File: src/rtl/adder_seq_chunked_if.sv
// rtl/adder_seq_chunked_if.sv - request/result bundle for the chunked sequential adder
interface adder_seq_chunked_if #(
  parameter int WIDTH = 32
);
  logic             start;
  logic [WIDTH-1:0] a;
  logic [WIDTH-1:0] b;
  logic             ci;
  logic             sub;
  logic             busy;
  logic             done;
  logic [WIDTH-1:0] s;
  logic             co;
  logic             ovf;
  logic             zero;

  modport master (
    output start, a, b, ci, sub,
    input  busy, done, s, co, ovf, zero
  );

  modport slave (
    input  start, a, b, ci, sub,
    output busy, done, s, co, ovf, zero
  );
endinterface

File: src/rtl/adder_seq_chunked.sv
// rtl/adder_seq_chunked.sv - multi-cycle ripple adder/subtractor, one CHUNK-bit slice per clock
module adder_seq_chunked #(
  parameter int WIDTH = 32,
  parameter int CHUNK = 4
) (
  input  logic                 clk,
  input  logic                 reset,
  adder_seq_chunked_if.slave   bus
);
  localparam int N  = WIDTH / CHUNK;
  localparam int IW = (N > 1) ? $clog2(N) : 1;

  typedef enum logic [1:0] {IDLE, RUN, DONE} state_t;

  state_t           state_q, state_d;
  logic [WIDTH-1:0] a_q, a_d;
  logic [WIDTH-1:0] b_q, b_d;
  logic [WIDTH-1:0] s_q, s_d;
  logic             carry_q, carry_d;
  logic [IW-1:0]    idx_q, idx_d;
  logic             co_q, co_d;
  logic             ovf_q, ovf_d;
  logic             zero_q, zero_d;

  logic [CHUNK-1:0] a_sl, b_sl;
  logic [CHUNK:0]   sl_full;
  logic             last_sl;

  // Operands shift right each cycle so the active slice is always at bit 0.
  assign a_sl    = a_q[CHUNK-1:0];
  assign b_sl    = b_q[CHUNK-1:0];
  assign sl_full = {1'b0, a_sl} + {1'b0, b_sl} + {{CHUNK{1'b0}}, carry_q};
  assign last_sl = (idx_q == IW'(N - 1));

  always_comb begin
    state_d = state_q;
    a_d     = a_q;
    b_d     = b_q;
    s_d     = s_q;
    carry_d = carry_q;
    idx_d   = idx_q;
    co_d    = co_q;
    ovf_d   = ovf_q;
    zero_d  = zero_q;

    case (state_q)
      IDLE, DONE: begin
        state_d = IDLE;
        if (bus.start) begin
          a_d     = bus.a;
          b_d     = bus.sub ? ~bus.b : bus.b;
          carry_d = bus.sub ^ bus.ci;
          idx_d   = '0;
          s_d     = '0;
          state_d = RUN;
        end
      end
      RUN: begin
        s_d[idx_q*CHUNK +: CHUNK] = sl_full[CHUNK-1:0];
        carry_d = sl_full[CHUNK];
        idx_d   = idx_q + IW'(1);
        a_d     = a_q >> CHUNK;
        b_d     = b_q >> CHUNK;
        if (last_sl) begin
          co_d    = sl_full[CHUNK];
          // carry into the MSB recovered as sum ^ a ^ b at that bit
          ovf_d   = sl_full[CHUNK] ^ sl_full[CHUNK-1] ^ a_sl[CHUNK-1] ^ b_sl[CHUNK-1];
          zero_d  = (s_d == '0);
          state_d = DONE;
        end
      end
      default: state_d = IDLE;
    endcase
  end

  always_ff @(posedge clk) begin
    if (reset) begin
      state_q <= IDLE;
      a_q     <= '0;
      b_q     <= '0;
      s_q     <= '0;
      carry_q <= 1'b0;
      idx_q   <= '0;
      co_q    <= 1'b0;
      ovf_q   <= 1'b0;
      zero_q  <= 1'b0;
    end else begin
      state_q <= state_d;
      a_q     <= a_d;
      b_q     <= b_d;
      s_q     <= s_d;
      carry_q <= carry_d;
      idx_q   <= idx_d;
      co_q    <= co_d;
      ovf_q   <= ovf_d;
      zero_q  <= zero_d;
    end
  end

  assign bus.busy = (state_q == RUN);
  assign bus.done = (state_q == DONE);
  assign bus.s    = s_q;
  assign bus.co   = co_q;
  assign bus.ovf  = ovf_q;
  assign bus.zero = zero_q;
endmodule

File: src/flat_wrapper.sv
// flat-port wrapper written by rule: the top's interface ports become plain ports
module adder_seq_chunked_flat 
#(
  parameter int WIDTH = 32,
  parameter int CHUNK = 4
)
  (clk, reset, bus_start, bus_a, bus_b, bus_ci, bus_sub, bus_busy, bus_done, bus_s, bus_co, bus_ovf, bus_zero);
  adder_seq_chunked_if #(.WIDTH(WIDTH)) bus_i ();
  input  logic clk;
  input  logic reset;
  input wire logic [$bits(bus_i.start)-1:0] bus_start;
  input wire logic [$bits(bus_i.a)-1:0] bus_a;
  input wire logic [$bits(bus_i.b)-1:0] bus_b;
  input wire logic [$bits(bus_i.ci)-1:0] bus_ci;
  input wire logic [$bits(bus_i.sub)-1:0] bus_sub;
  output wire logic [$bits(bus_i.busy)-1:0] bus_busy;
  output wire logic [$bits(bus_i.done)-1:0] bus_done;
  output wire logic [$bits(bus_i.s)-1:0] bus_s;
  output wire logic [$bits(bus_i.co)-1:0] bus_co;
  output wire logic [$bits(bus_i.ovf)-1:0] bus_ovf;
  output wire logic [$bits(bus_i.zero)-1:0] bus_zero;
  assign bus_i.start = bus_start;
  assign bus_i.a = bus_a;
  assign bus_i.b = bus_b;
  assign bus_i.ci = bus_ci;
  assign bus_i.sub = bus_sub;
  assign bus_busy = bus_i.busy;
  assign bus_done = bus_i.done;
  assign bus_s = bus_i.s;
  assign bus_co = bus_i.co;
  assign bus_ovf = bus_i.ovf;
  assign bus_zero = bus_i.zero;
  adder_seq_chunked #(.WIDTH(WIDTH), .CHUNK(CHUNK)) u_core (.clk(clk), .reset(reset), .bus(bus_i));
endmodule
File: config.mk
export PLATFORM = sky130hd
export DESIGN_NAME = adder_seq_chunked_flat
export DESIGN_NICKNAME = d
export VERILOG_FILES = /design/src/rtl/adder_seq_chunked_if.sv /design/src/rtl/adder_seq_chunked.sv /design/src/flat_wrapper.sv
export SDC_FILE = /design/constraint.sdc
export NUM_CORES = 1
export LEC_CHECK = 0
export BUFFER_PORTS_ARGS = -buffer_cell sky130_fd_sc_hd__buf_4
export CAP_MARGIN = 20
export CORE_AREA = 2 2 108 110
export DETAILED_ROUTE_END_ITERATION = 8
export DIE_AREA = 0 0 110 112
export GPL_ROUTABILITY_DRIVEN = 0
export PLACE_DENSITY = 0.67
export SKIP_CTS_REPAIR_TIMING = 1
export SYNTH_ARGS = -nofsm -noshare
export SYNTH_HDL_FRONTEND = slang
export SYNTH_SLANG_ARGS = --single-unit
File: constraint.sdc
create_clock -name clk -period 6.6 [get_ports clk]
set_clock_uncertainty 0.1 [all_clocks]
set_input_delay 1.32 -clock clk [delete_from_list [all_inputs] [get_ports clk]]
set_output_delay 1.32 -clock clk [all_outputs]
set_load 0.02 [all_outputs]
======== Word level (Yosys, flattened, before mapping) ========
Index checks and enable logic that the tools add are counted.
storage, ports and cells
  flip-flop bits (word level) ............. 105
  input port bits ......................... 69
  output and inout bits ................... 37
  logic and storage cells ................. 46
operators by class
  add/sub/neg operators ................... 4
  equal/unequal tests ..................... 5
  shifts and indexed selects .............. 2
  mux-type cells .......................... 15
  bitwise gates (word level) .............. 5
  reduce and logical (&&, ||, !) cells .... 6
operators by type and width
  kind                                                                      number
  32-bit case mux with 2 select lines                                       3
  32-bit two-way mux                                                        4
  5-bit negator with 34-bit output                                          1
  4-bit by 34-bit variable shift with 32-bit output (first input constant)  1
  4-bit by 34-bit indexed part select with 32-bit output                    1
  32-bit bitwise mux                                                        1
  32-bit zero test                                                          1
  32-bit inverter                                                           1
  3-bit case mux with 2 select lines                                        1
  4-bit by 4-bit adder with 5-bit output                                    1
  5-bit by 1-bit adder with 5-bit output                                    1
  2-bit case mux with 2 select lines                                        1
  2-bit AND reduction                                                       2
  1-bit bitwise XOR                                                         4
  3-bit by 1-bit adder with 3-bit output (second input constant)            1
  3-bit == test (second input constant)                                     1
  3-bit two-way mux                                                         1
  2-bit by 1-bit == test with 1-bit output (second input constant)          1
  2-bit == test (second input constant)                                     1
  2-bit zero test                                                           1
  1-bit two-way mux                                                         2
  2-bit two-way mux                                                         1
  2-bit by 1-bit inequality test with 1-bit output (second input constant)  1
  2-bit inequality test (second input constant)                             1
  other kinds (3)                                                           3

======== Depth between registers and ports, before layout ========
  depth in word-level cells ............... 5
  mapped depth ............................ 11
  depth with buffers taken out ............ 9

======== Worst setup path after synthesis ========
OpenSTA, ideal clock, no wires.
  kind .................................... register -> register
  from .................................... register u_core.idx_q[0]
  to ...................................... register u_core.zero_q (netlist: u_core.bus.zero)
  setup time .............................. 0.135 ns
  arrival time ............................ 2.545 ns
  data required time ...................... 6.365 ns
  slack ................................... 3.819 ns
  stages on the path, launching flop included .. 12
  buffers on the path ..................... 2
  period minus slack after synthesis ...... 2.781 ns
  cell sequence ........................... dfxtp_1 -> clkbuf_1 -> inv_1 -> ha_1 -> ha_1 -> buf_6 -> nor4b_1 -> a21oi_1 -> or4_1 -> o2bb2ai_1 -> o311ai_1 -> o31ai_2
on the way
  cells in the longest elaborated chain, start to end .. 4
  elaborated cells on any way between the ends .. 7
  classes of those cells .................. 1 x add/sub; 1 x eq/ne; 2 x shift; 1 x mux; 2 x reduce/logical
RTL lines
  element                                                                                                                      RTL line                 source
  start: declaration                                                                                                           adder_seq_chunked.sv:20  logic [IW-1:0] idx_q, idx_d;
  start signal: assignment                                                                                                     adder_seq_chunked.sv:93  idx_q <= idx_d;
  5-bit negator with 34-bit output                                                                                             adder_seq_chunked.sv:59  s_d[idx_q*CHUNK +: CHUNK] = sl_full[CHUNK-1:0];
  4-bit by 34-bit indexed part select with 32-bit output or 4-bit by 34-bit variable shift with 32-bit output (tied branches)  adder_seq_chunked.sv:59
  32-bit bitwise mux                                                                                                           adder_seq_chunked.sv:59
  32-bit zero test                                                                                                             adder_seq_chunked.sv:68  zero_d = (s_d == '0);
  end signal: assignment                                                                                                       adder_seq_chunked.sv:96  zero_q <= zero_d;
  end: declaration                                                                                                             adder_seq_chunked.sv:23  logic zero_q, zero_d;
Parallel ways exist; a longest one is shown, timed or not.
A chain may end at the register's enable or synchronous reset.

======== Worst setup path in the final report ========
  from .................................... register u_core.state_q[0]
  to ...................................... output port bus_busy
on the way
  cells in the longest elaborated chain, start to end .. 1
RTL lines
  element                                   RTL line                  source
  start: declaration                        adder_seq_chunked.sv:15   state_t state_q, state_d;
  start signal: assignment                  adder_seq_chunked.sv:88   state_q <= state_d;
  2-bit by 1-bit == test with 1-bit output  adder_seq_chunked.sv:100  assign bus.busy = (state_q == RUN);
  end: declaration                          flat_wrapper.sv:16        output wire logic [$bits(bus_i.busy)-1:0] bus_busy;
Every way passes these cells.

==> metrics.md <==
| Metric | Value |
|---|---|
| Outcome | `finished clean` |
| Mapped Cells | `595` |
| Setup Crit Path Kind | `flop to output port` |
| Pwr per Cell Area | `239 nW/µm²` |
| CP startpoint kind | `flop` |
| Num rows | `39` |
| Total clock sinks | `between 100 and 150` |
| Synth Register Bits | `~110` |
| Number of synthesized flops with an enable pin | `0` |
| Antenna violations before repair | `0` |
| ANT nets after route | `0` |
| Hold_ws | `358 ps` |
| Commonest non-fill, non-tap cells in the layout | `nor2_1 (129), buf_4 (110), dfxtp_1 (105)` |
| Slowest cell on the critical path | `buf_4` |
| Core box area | `11200 µm²` |
| Placed cell areas | `5780 µm²` |
| Top-area cell type share of the netlist area | `0.424` |
| Peak VDD IR | `0.166 mV` |
| Worst-Margin Slew | `1070 ps` |
| Post-synth cell types | `just under 50` |
| Antenna diodes | `0` |
| Register area share after synthesis | `0.424` |
| Max_slew headroom | `0.288` |
| Die area | `12300 µm²` |
| Fmax | `around 280 MHz` |
| Flop-to-flop setup slack | `3410 ps` |
| Layout cell share with drive strength beyond 1 | `0.204` |
| Syn_nets | `676` |
| Met1 Use GR | `0.264` |
| CTS tree | `done` |
| RSZ-0062 raised after global routing | `no` |
| M3 GR Usage | `0.0357` |
| H-Tree Depth | `3` |
| Area occupied by multi-input gates | `2630 µm²` |
| Final wirelength | `12200 µm` |
| Critical path endpoint category | `output port` |
| Top cell type by total area after synthesis | `dfxtp_1` |
| Critical path required time | `5180 ps` |
| Drt drc | `0` |
| Delay-heaviest family, CP | `buffers and inverters` |
| Reg area | `2100 µm²` |
| Final Hold Fails | `0` |
| Critical path, cell by cell | `nand2b_1 -> inv_2 -> buf_4 -> buf_4` |
| Clock slew at reported path FFs | `70 ps` |
| Pin count of the biggest net entering global routing | `106` |
| Crit-path max cell delay | `about 590 ps` |
| Max-cap violation count | `0` |
| Main flop type after synthesis | `dfxtp_1` |
| # setup viols final | `0` |
| Max-slew violation count | `0` |
| Routed wire length per instance | `15.0 µm` |
| Final #Nets | `751` |
| Fin crit share | `0.546` |
| Die Height | `112 µm` |
| GR Layer Usage met2 | `0.344` |
| Setup TNS | `0 ps` |
| Post-detail-place hpwl | `8440 µm` |
| Initial drt markers | `306` |
| First-pass GRT wire length | `between 20000 and 25000 µm` |
| Vias in the first global route | `4339` |
| # fillers | `1069` |
| Via count | `4565` |
| Root buf cell | `clkbuf_16` |
| Post-Syn Area | `4960 µm²` |
| Mapped Avg Cell Area | `approximately 8.3 µm²` |
| Layout area overhead | `22.6%` |
| Buf+Inv Stages, Crit Path | `3` |
| CP max FO | `69` |
| Leakage | `approximately 2.4 nW` |
| Top Usage Layer GRT | `met2` |
| TritonCTS Buffers | `9` |
| Total chip power | `between 0.001 and 0.0015 W` |
| Hold Crit Class | `flop to flop` |
| IO Count | `106` |
| GRT Util Overall | `0.204` |
| Crit path DAT | `2180 ps` |
| Min cycle time layout | `3600 ps` |
| GRT Residual Overflow | `0` |
| Synth async-reset ratio | `0` |
| Max clock buf depth | `2` |
| Initial Util | `0.444` |
| Synth area leaders | `dfxtp_1 (42%), nor2_1 (9.8%), a22oi_1 (7.3%)` |
| Commonest non-fill, non-tap cell in the layout | `nor2_1` |
| Warnings from Yosys | `0` |
| Die width | `110 µm` |
| Skew-Pair Late Insertion Delay | `340 ps` |
| CP most frequent cell | `buf_4` |
| Final instance area | `6080 µm²` |
| 1st-pass router iterations | `4` |
| Post-DR vias/cell | `5.58` |
| Port Buffers | `105` |
-- synth_stat cells, drive strengths merged (2+ instances only) --
master    n
a21o      2
a21oi    50
a221oi   29
a22oi    48
a31oi    11
a32oi     2
and3      3
and4      3
buf      11
clkbuf   35
dfxtp   105
fa        2
ha       10
inv      11
mux2i     2
nand2    37
nand2b    3
nand3    17
nand3b    3
nand4     2
nor2    130
nor2b     6
nor3      6
nor4      6
o311ai    2
o41ai     2
or2       3
or3       2
or4       2
xnor2    29
xor2      7
-- cells by family after synthesis --
group / synth area share
buffers and inverters: 0.0477
AND/OR/NAND/NOR: 0.203
adder cells (fa/ha/maj): 0.0333
flip-flops: 0.424
multiplexers: 0.00404
AO/OA/AOI/OAI: 0.216
XOR/XNOR: 0.0712
-- tightest hold or removal path, delay by kind of cell, from the launching register on --
kind / cells / cell delay, ps
AO/OA/AOI/OAI: 1 / 50
flip-flops: 1 / 310
AND/OR/NAND/NOR: 1 / 50
-- power by group --
part	total (W)	leakage (nW)	internal, W	switching, W
clock network	0.000525	0.144	0.000276	0.000249
registers	0.000687	0.857	0.000665	0.0000217
logic	0.000238	1.41	0.0000991	0.000138
total	0.00145	2.41	0.00104	0.000409
-- path summary, 6_finish.rpt --
kind	from	endpoint	cells past startpoint
worst max-delay path	u_core.state_q[0]$_SDFFE_PP0P_	bus_busy	4
worst max register to register	u_core.idx_q[0]$_SDFFE_PP0P_	u_core.bus.zero$_SDFFE_PP0P_	9
worst min-delay path	u_core.a_q[6]$_SDFFE_PP0P_	u_core.a_q[6]$_SDFFE_PP0P_	2
worst min register to register	u_core.a_q[6]$_SDFFE_PP0P_	u_core.a_q[6]$_SDFFE_PP0P_	2
-- sequential cells by signal, summed over array words and instances (netlist names) --
signal,cells
u_core.bus.co,1
u_core.bus.ovf,1
u_core.b_q,32
u_core.bus.zero,1
u_core.carry_q,1
u_core.bus.s,32
u_core.a_q,32
u_core.state_q,2
u_core.idx_q,3
-- metrics by stage --
stage               setup slack, ps   util  cells
finish                         3000  0.544    818
global route                   2840  0.544    818
floorplan                      3820      -    595
global placement               3230  0.517    802
detailed placement             3180  0.517    802
CTS                            2980  0.544    818
-- cell type report --
type | instances | share of cell area
Tap cell | 143 | 0.0294
Inverter | 11 | 0.00680
Sequential cell | 105 | 0.346
Multi-Input combinational cell | 433 | 0.433
Clock inverter | 6 | 0.00927
Timing Repair Buffer | 110 | 0.136
Clock buffer | 10 | 0.0393
-- per-layer routing --
metal  up-vias  wire (µm)
met3        13        574
met5         -          0
li1       2266          -
met4         0        143
met1      2161       5390
met2       125       6140
(Power assumes the default switching activity.)
